$ cat config.mk
export PLATFORM = sky130hd
export DESIGN_NAME = uart_tx_frame_mux
export DESIGN_NICKNAME = d
export VERILOG_FILES = /design/src/rtl/uart_tx_frame_mux.sv
export SDC_FILE = /design/constraint.sdc
export NUM_CORES = 1
export LEC_CHECK = 0
export ABC_AREA = 1
export BUFFER_PORTS_ARGS = -buffer_cell sky130_fd_sc_hd__clkbuf_2
export CAP_MARGIN = 20
export CORE_ASPECT_RATIO = 0.9
export CORE_MARGIN = 5
export CORE_UTILIZATION = 55
export CTS_CLUSTER_DIAMETER = 80
export DETAILED_ROUTE_END_ITERATION = 12
export PLACE_DENSITY = 0.77
export SYNTH_ARGS = -nofsm -noshare
export SYNTH_HDL_FRONTEND = slang
export SYNTH_SLANG_ARGS = --single-unit
$ cat constraint.sdc
create_clock -name CLK -period 1.95 [get_ports CLK]
set_clock_uncertainty 0.2 [all_clocks]
set_input_delay 0.2925 -clock CLK [delete_from_list [all_inputs] [get_ports CLK]]
set_output_delay 0.2925 -clock CLK [all_outputs]
set_load 0.005 [all_outputs]
$ cat src/rtl/uart_tx_frame_mux.sv
// rtl/uart_tx_frame_mux.sv - UART transmit framing stage: start, LSB-first data, optional parity, 1/2 stop bits
// The line bit is selected from the next state and registered, so TX_OUT changes on the state edge.
module uart_tx_frame_mux #(
  parameter int DATA_WIDTH = 8
) (
  input  logic                  CLK,
  input  logic                  RST,
  input  logic                  BIT_TICK,
  input  logic [DATA_WIDTH-1:0] P_DATA,
  input  logic                  DATA_VALID,
  input  logic                  PAR_EN,
  input  logic                  PAR_TYP,
  input  logic                  STOP2,
  output logic                  TX_OUT,
  output logic                  BUSY,
  output logic                  DONE
);

  localparam int CW = (DATA_WIDTH > 1) ? $clog2(DATA_WIDTH) : 1;
  localparam logic [CW-1:0] LAST = CW'(DATA_WIDTH - 1);

  typedef enum logic [2:0] {
    S_IDLE,
    S_ALIGN,
    S_START,
    S_DATA,
    S_PARITY,
    S_STOP
  } state_t;

  state_t                state_q, state_d;
  logic [CW-1:0]         cnt_q, cnt_d;
  logic                  stop_cnt_q, stop_cnt_d;
  logic [DATA_WIDTH-1:0] data_q, data_d;
  logic                  par_en_q, par_en_d;
  logic                  par_typ_q, par_typ_d;
  logic                  stop2_q, stop2_d;
  logic                  tx_q, tx_d;
  logic                  done_q, done_d;
  logic                  accept;

  always_comb begin
    state_d    = state_q;
    cnt_d      = cnt_q;
    stop_cnt_d = stop_cnt_q;
    data_d     = data_q;
    par_en_d   = par_en_q;
    par_typ_d  = par_typ_q;
    stop2_d    = stop2_q;
    done_d     = 1'b0;
    accept     = 1'b0;
    tx_d       = 1'b1;

    case (state_q)
      S_IDLE: begin
        if (DATA_VALID) begin
          accept  = 1'b1;
          state_d = S_ALIGN;
        end
      end
      S_ALIGN: begin
        if (BIT_TICK) state_d = S_START;
      end
      S_START: begin
        if (BIT_TICK) begin
          state_d = S_DATA;
          cnt_d   = '0;
        end
      end
      S_DATA: begin
        if (BIT_TICK) begin
          if (cnt_q < LAST) begin
            cnt_d = cnt_q + 1'b1;
          end else begin
            cnt_d      = '0;
            stop_cnt_d = 1'b0;
            state_d    = par_en_q ? S_PARITY : S_STOP;
          end
        end
      end
      S_PARITY: begin
        if (BIT_TICK) begin
          state_d    = S_STOP;
          stop_cnt_d = 1'b0;
        end
      end
      S_STOP: begin
        if (BIT_TICK) begin
          if (stop2_q && !stop_cnt_q) begin
            stop_cnt_d = 1'b1;
          end else begin
            // Final stop tick: a waiting word chains straight into its start bit.
            done_d     = 1'b1;
            stop_cnt_d = 1'b0;
            if (DATA_VALID) begin
              accept  = 1'b1;
              state_d = S_START;
            end else begin
              state_d = S_IDLE;
            end
          end
        end
      end
      default: state_d = S_IDLE;
    endcase

    if (accept) begin
      data_d    = P_DATA;
      par_en_d  = PAR_EN;
      par_typ_d = PAR_TYP;
      stop2_d   = STOP2;
    end

    case (state_d)
      S_START:  tx_d = 1'b0;
      S_DATA:   tx_d = data_q[cnt_d];
      S_PARITY: tx_d = (^data_q) ^ par_typ_q;
      default:  tx_d = 1'b1;
    endcase
  end

  always_ff @(posedge CLK) begin
    if (RST) begin
      state_q    <= S_IDLE;
      cnt_q      <= '0;
      stop_cnt_q <= 1'b0;
      data_q     <= '0;
      par_en_q   <= 1'b0;
      par_typ_q  <= 1'b0;
      stop2_q    <= 1'b0;
      tx_q       <= 1'b1;
      done_q     <= 1'b0;
    end else begin
      state_q    <= state_d;
      cnt_q      <= cnt_d;
      stop_cnt_q <= stop_cnt_d;
      data_q     <= data_d;
      par_en_q   <= par_en_d;
      par_typ_q  <= par_typ_d;
      stop2_q    <= stop2_d;
      tx_q       <= tx_d;
      done_q     <= done_d;
    end
  end

  assign TX_OUT = tx_q;
  assign BUSY   = (state_q != S_IDLE);
  assign DONE   = done_q;

endmodule

; ---- After elaboration in Yosys (flattened, before gate mapping)
; Cells that the tools add are included.
[op_classes]
add_sub_neg = 1
magnitude_cmp = 2
n_eq_ne = 12
n_mux = 29
n_bitwise = 3
n_reduce_logical = 8
[ops]
columns = cell, n
row1 = $mux 3, 11
row2 = $pmux 3 s6, 1
row3 = $eq 3x2->1 const B, 4
row4 = $mux 1, 11
row5 = $eq 3x3->1 const B, 3
row6 = $ne 2x2->1 const B, 4
row7 = $reduce_xor 8->1, 1
row8 = $pmux 1 s3, 2
row9 = $pmux 3 s2, 1
row10 = $reduce_bool 3->1, 2
row11 = $reduce_and 5->1, 1
row12 = $lt 3x4->1 const B, 1
row13 = $add 3x1->3 const B, 1
row14 = $bmux 1 s3, 1
row15 = $eq 3x1->1 const B, 1
row16 = $logic_not 3->1, 1
row17 = $lt 3x3->1 const B, 1
row18 = $reduce_or 3->1, 1
row19 = $mux 2, 1
row20 = $not 1->1, 2
row21 = $pmux 1 s2, 1
row22 = $logic_and 1x1->1, 1
row23 = $logic_not 1->1, 1
row24 = $xor 1x1->1, 1
[word_totals]
ff_bits = 20
inputBits = 15
output_inout_bits = 3
wordCells = 64

; ---- Logic depth before layout (Yosys ltp)
[logic_depth]
depth_word = 7
ltp_mapped = 12
mapped_depth_nobuf = 12

; ---- Worst setup path before layout
; OpenSTA, ideal clock, no wires.
[synth_timing]
path_kind = input -> register
from = input BIT_TICK
to = register tx_q (netlist: TX_OUT)
setup_ps = 114
arrival_time_ps = 1321
t_required_ps = 1636
slack_ps = 315
path_stages = 11
path_buffers = 0
cell_sequence = inv_1 -> ha_1 -> nand4_1 -> nand3_2 -> nand2_1 -> nand2_1 -> nand2_1 -> nand3_1 -> nand3_1 -> nand2_1 -> nand2_1
[synth_via]
elab_chain_cells = 5
word_cells_on_any_way = 15
cone_classes = eq/ne (3) / mux (12)
[synth_lines]
columns = item, line
row1 = from (decl), 8  ; input logic BIT_TICK,
row2 = $mux 3 (on tied branches), "71, 65"
row3 = $pmux 3 s2, 54  ; case (state_q)
row4 = $bmux 1 s3, 116  ; S_DATA: tx_d = data_q[cnt_d];
row5 = $mux 1 (not written as such), 116
row6 = $pmux 1 s3 (*), 114  ; case (state_d)
row7 = to (signal assigned), 141  ; tx_q <= tx_d;
row8 = to (decl), 38  ; logic tx_q, tx_d;
; Mark *: on every way between the ends. The rest lies on a longest branch, timed or not. The select of a mux whose other input is x is not followed.
; A chain may end at the register's enable or synchronous reset.

; ---- Worst setup path after layout
[layout_timing]
from = register state_q[2]
to = register data_q[1]
[layout_via]
elab_chain_cells = 2
word_cells_on_any_way = 3
cone_classes = eq/ne (1) / mux (1) / reduce/logical (1)
[layout_lines]
columns = item, line
row1 = from (decl), 31  ; state_t state_q, state_d;
row2 = from (signal assigned), 134  ; state_q <= state_d;
row3 = $eq 3x3->1 / $logic_not 3->1 (equally long branches), 54
row4 = $pmux 1 s2 (*), 54
row5 = to (signal assigned), 137  ; data_q <= data_d;
row6 = to (decl), 34  ; logic [DATA_WIDTH-1:0] data_q, data_d;
; Mark *: on every way between the ends. The rest lies on a longest branch, timed or not.

==> flow_summary.ini <==
[yosys]
syn_area_per_cell_um2 = 7.30
synth_cell_types = 29
synthesis.nets = 183
synth_compound_area_frac = 0.161
synth.area.mux_share = 0
ys_seq_elements = 20
syn-instance-count = 166
yosysSeqAreaShare = 0.330
yosys_warnings = 0
yosys.area_share.adder = 0.0206
synthSimpleGateAreaFrac = 0.325
synth_top_family_by_area = simple AND/OR/NAND/NOR gates
synthXorXnorAreaFrac = 0.0506
syn_area_um2 = 1210

[sta]
final-hold-violation-count = 0
whs_ns = 0.0249
rsz0062_at_grt = true
max_slew_margin = 0.727
finalSetupViolCount = 0
fmax_ghz = 0.563
tightest_slew_ns = 0.409
tns_ns = 0
worst_slack_ns = 0.174
finalCritPeriodShare = 0.911
final_max_slew_viol_count = 0
period_needed_ns = 1.78

[worst_setup_path]
cp.required_ns = 1.92
worstReg2RegStart = state_q[2]
cp.arrival_ns = 1.74
cpLargestDelayFamily = simple AND/OR/NAND/NOR gates
crit_buf_inv = 2
worstRegToRegCells = 9
ff2ff_setup_slack_ns = 0.17
cp_max_fo = 21
worst_path_max_delay_cell = dfxtp_1
start_kind = register
crit_chain = inv_2 > nor3_4 > nand2_2 > nor2_2 > nand2_2 > nand2_2 > inv_2 > nor2_1 > a211oi_2
path_common_cell = nand2_2
max_stage_delay_ns = 0.42
worstSetupPathDepth = 9
endpoint = data_q[1]
crit_start = state_q[2]
cp-end-kind = register
timing.rr.end = data_q[1]
crit_type = reg2reg

[cts]
clock_path_buffers = 2
htreeDepth = 1
clock_sinks = 20
cts_tree = built
cts_root_buffer = clkbuf_4
cts_made_buffers = 3
cts_setup_buffers = 0
cts.clk_slew.worst_paths_ns = 0.10
clock_latency_ns = 0.29

[grt]
grt.overflow.total = 0
grt_max_degree = 22
grt_pass1_vias = 1004
antenna_found_initial = 0
track_usage = 0.164
grt_pass1_wl_mm = 4.13

[floorplan]
io_pins = 18
start_util = 0.566
die_height_um = 54.5
rows = 16
die_area_um2 = 3240
core-area_um2 = 2140
dieWidth_um = 59.5

[placed_design]
dp_hpwl_mm = 1.98
io_buffers = 17
pre_cts_ws_ns = 0.146
post_dp_cell_area_um2 = 1330
dp_cells = 209
routabilityCongestion = 0.829

[drt]
drt_wl_total_mm = 2.45
wire_per_inst_um = 11.5
dr.pass1.iters = 4
ant_nets = 0
via_count = 1120
drc = 0
drt-initial-drc-count = 16
vias_per_cell = 5.26

[power]
max-vdd-ir-drop_mv = 0.573
power.total_mw = 1.02
p_per_area_nw_per_um2 = 750
p_leak_nw = 0.614

[layout]
fill_cells = 194
drive_above_1_share = 0.269
final_cell_area_um2 = 1360
final_cell_mix = nand2_1, inv_1, nor2_1
area_growth_pct = 12.4
fin_cells = 213
final_nets = 205
antennaDiodeCount = 0
final_common_cell = nand2_1
final_util = 0.636

[outcome]
status = finished clean

[hold_path]
min_path_type = in2reg

[job]
cap_violations = 0
[layout make-up]
cell class	count	area, um^2	share of cell area
repair buffers	22	125	0.0918
multi-input cells	114	678	0.498
inverters	27	101	0.0744
flip-flops and latches	20	402	0.295
clock buffers	3	22.5	0.0165
well taps	27	33.8	0.0248
[Yosys cell counts]
cell	n	area share
nand2_1	30	0.093
nand3_1	12	0.050
inv_1	24	0.074
ha_1	2	0.021
a21oi_1	2	0.0083
a211oi_2	10	0.10
o21ai_1	1	0.0041
o21ai_0	4	0.017
or2_2	1	0.0052
xnor2_1	5	0.036
inv_2	3	0.0093
buf_4	2	0.012
nand3b_1	1	0.0062
nand3_2	2	0.017
a31oi_2	1	0.010
nor2_1	23	0.071
buf_6	1	0.0093
buf_2	1	0.0041
o31ai_1	1	0.0062
xor2_1	2	0.014
nand2_2	4	0.021
dfxtp_1	20	0.33
nor3_1	2	0.0083
nor3_4	1	0.013
nand4_1	6	0.031
nor2_2	2	0.010
a211oi_1	1	0.0062
buf_1	1	0.0031
o21bai_1	1	0.0062
[sequential cells by signal, summed over array words and instances (netlist names)]
register and count:
par_typ_q 1, cnt_q 3, data_q 8, state_q 3, DONE 1, par_en_q 1, TX_OUT 1, stop2_q 1
stop_cnt_q 1
[logic make-up after synthesis]
logic type                 after synthesis
AOI/OAI and AO/OA                       21
adders and majority gates                2
DFF                                     20
buffers and inverters                   32
and+or+nand+nor                         84
xor gates and xnor gates                 7
[what timing repair did]
action,4_1_cts,5_1_grt
setup endpoints to repair,0,2
endpoints found under the hold margin,1,0
resized for setup,0,2
hold buffers,1,0
[tightest hold or removal path: stages]
cell      delay [ns]
clkbuf_2        0.08
nand2_1         0.05
a21oi_1         0.06
[layer usage]
layer,wire length [um],global-route usage,vias up
met5,0,0,-
met4,0,0.0295,0
met3,167,0.0495,0
met2,1230,0.296,31
met1,1060,0.194,512
li1,-,-,577
[report_power, final]
group | total, mW | internal, mW | leakage, nW | switching, mW
Combinational | 0.358 | 0.141 | 0.436 | 0.217
Sequential | 0.477 | 0.448 | 0.165 | 0.0287
Clock | 0.187 | 0.0719 | 0.0138 | 0.115
Total | 1.02 | 0.661 | 0.614 | 0.361
[how the worst min path moves through the flow]
stage,start,end,slack (ns),depth (start not counted)
after global routing,PAR_EN,par_en_q,0.04,3
after global placement,par_en_q,par_en_q,0.27,2
after detailed placement,par_en_q,par_en_q,0.28,2
after floorplan,RST,state_q[2],0.16,1
final,PAR_EN,par_en_q,0.02,3
after CTS,PAR_EN,par_en_q,0.02,3
No activity file was read; power rests on OpenSTA's default activity.
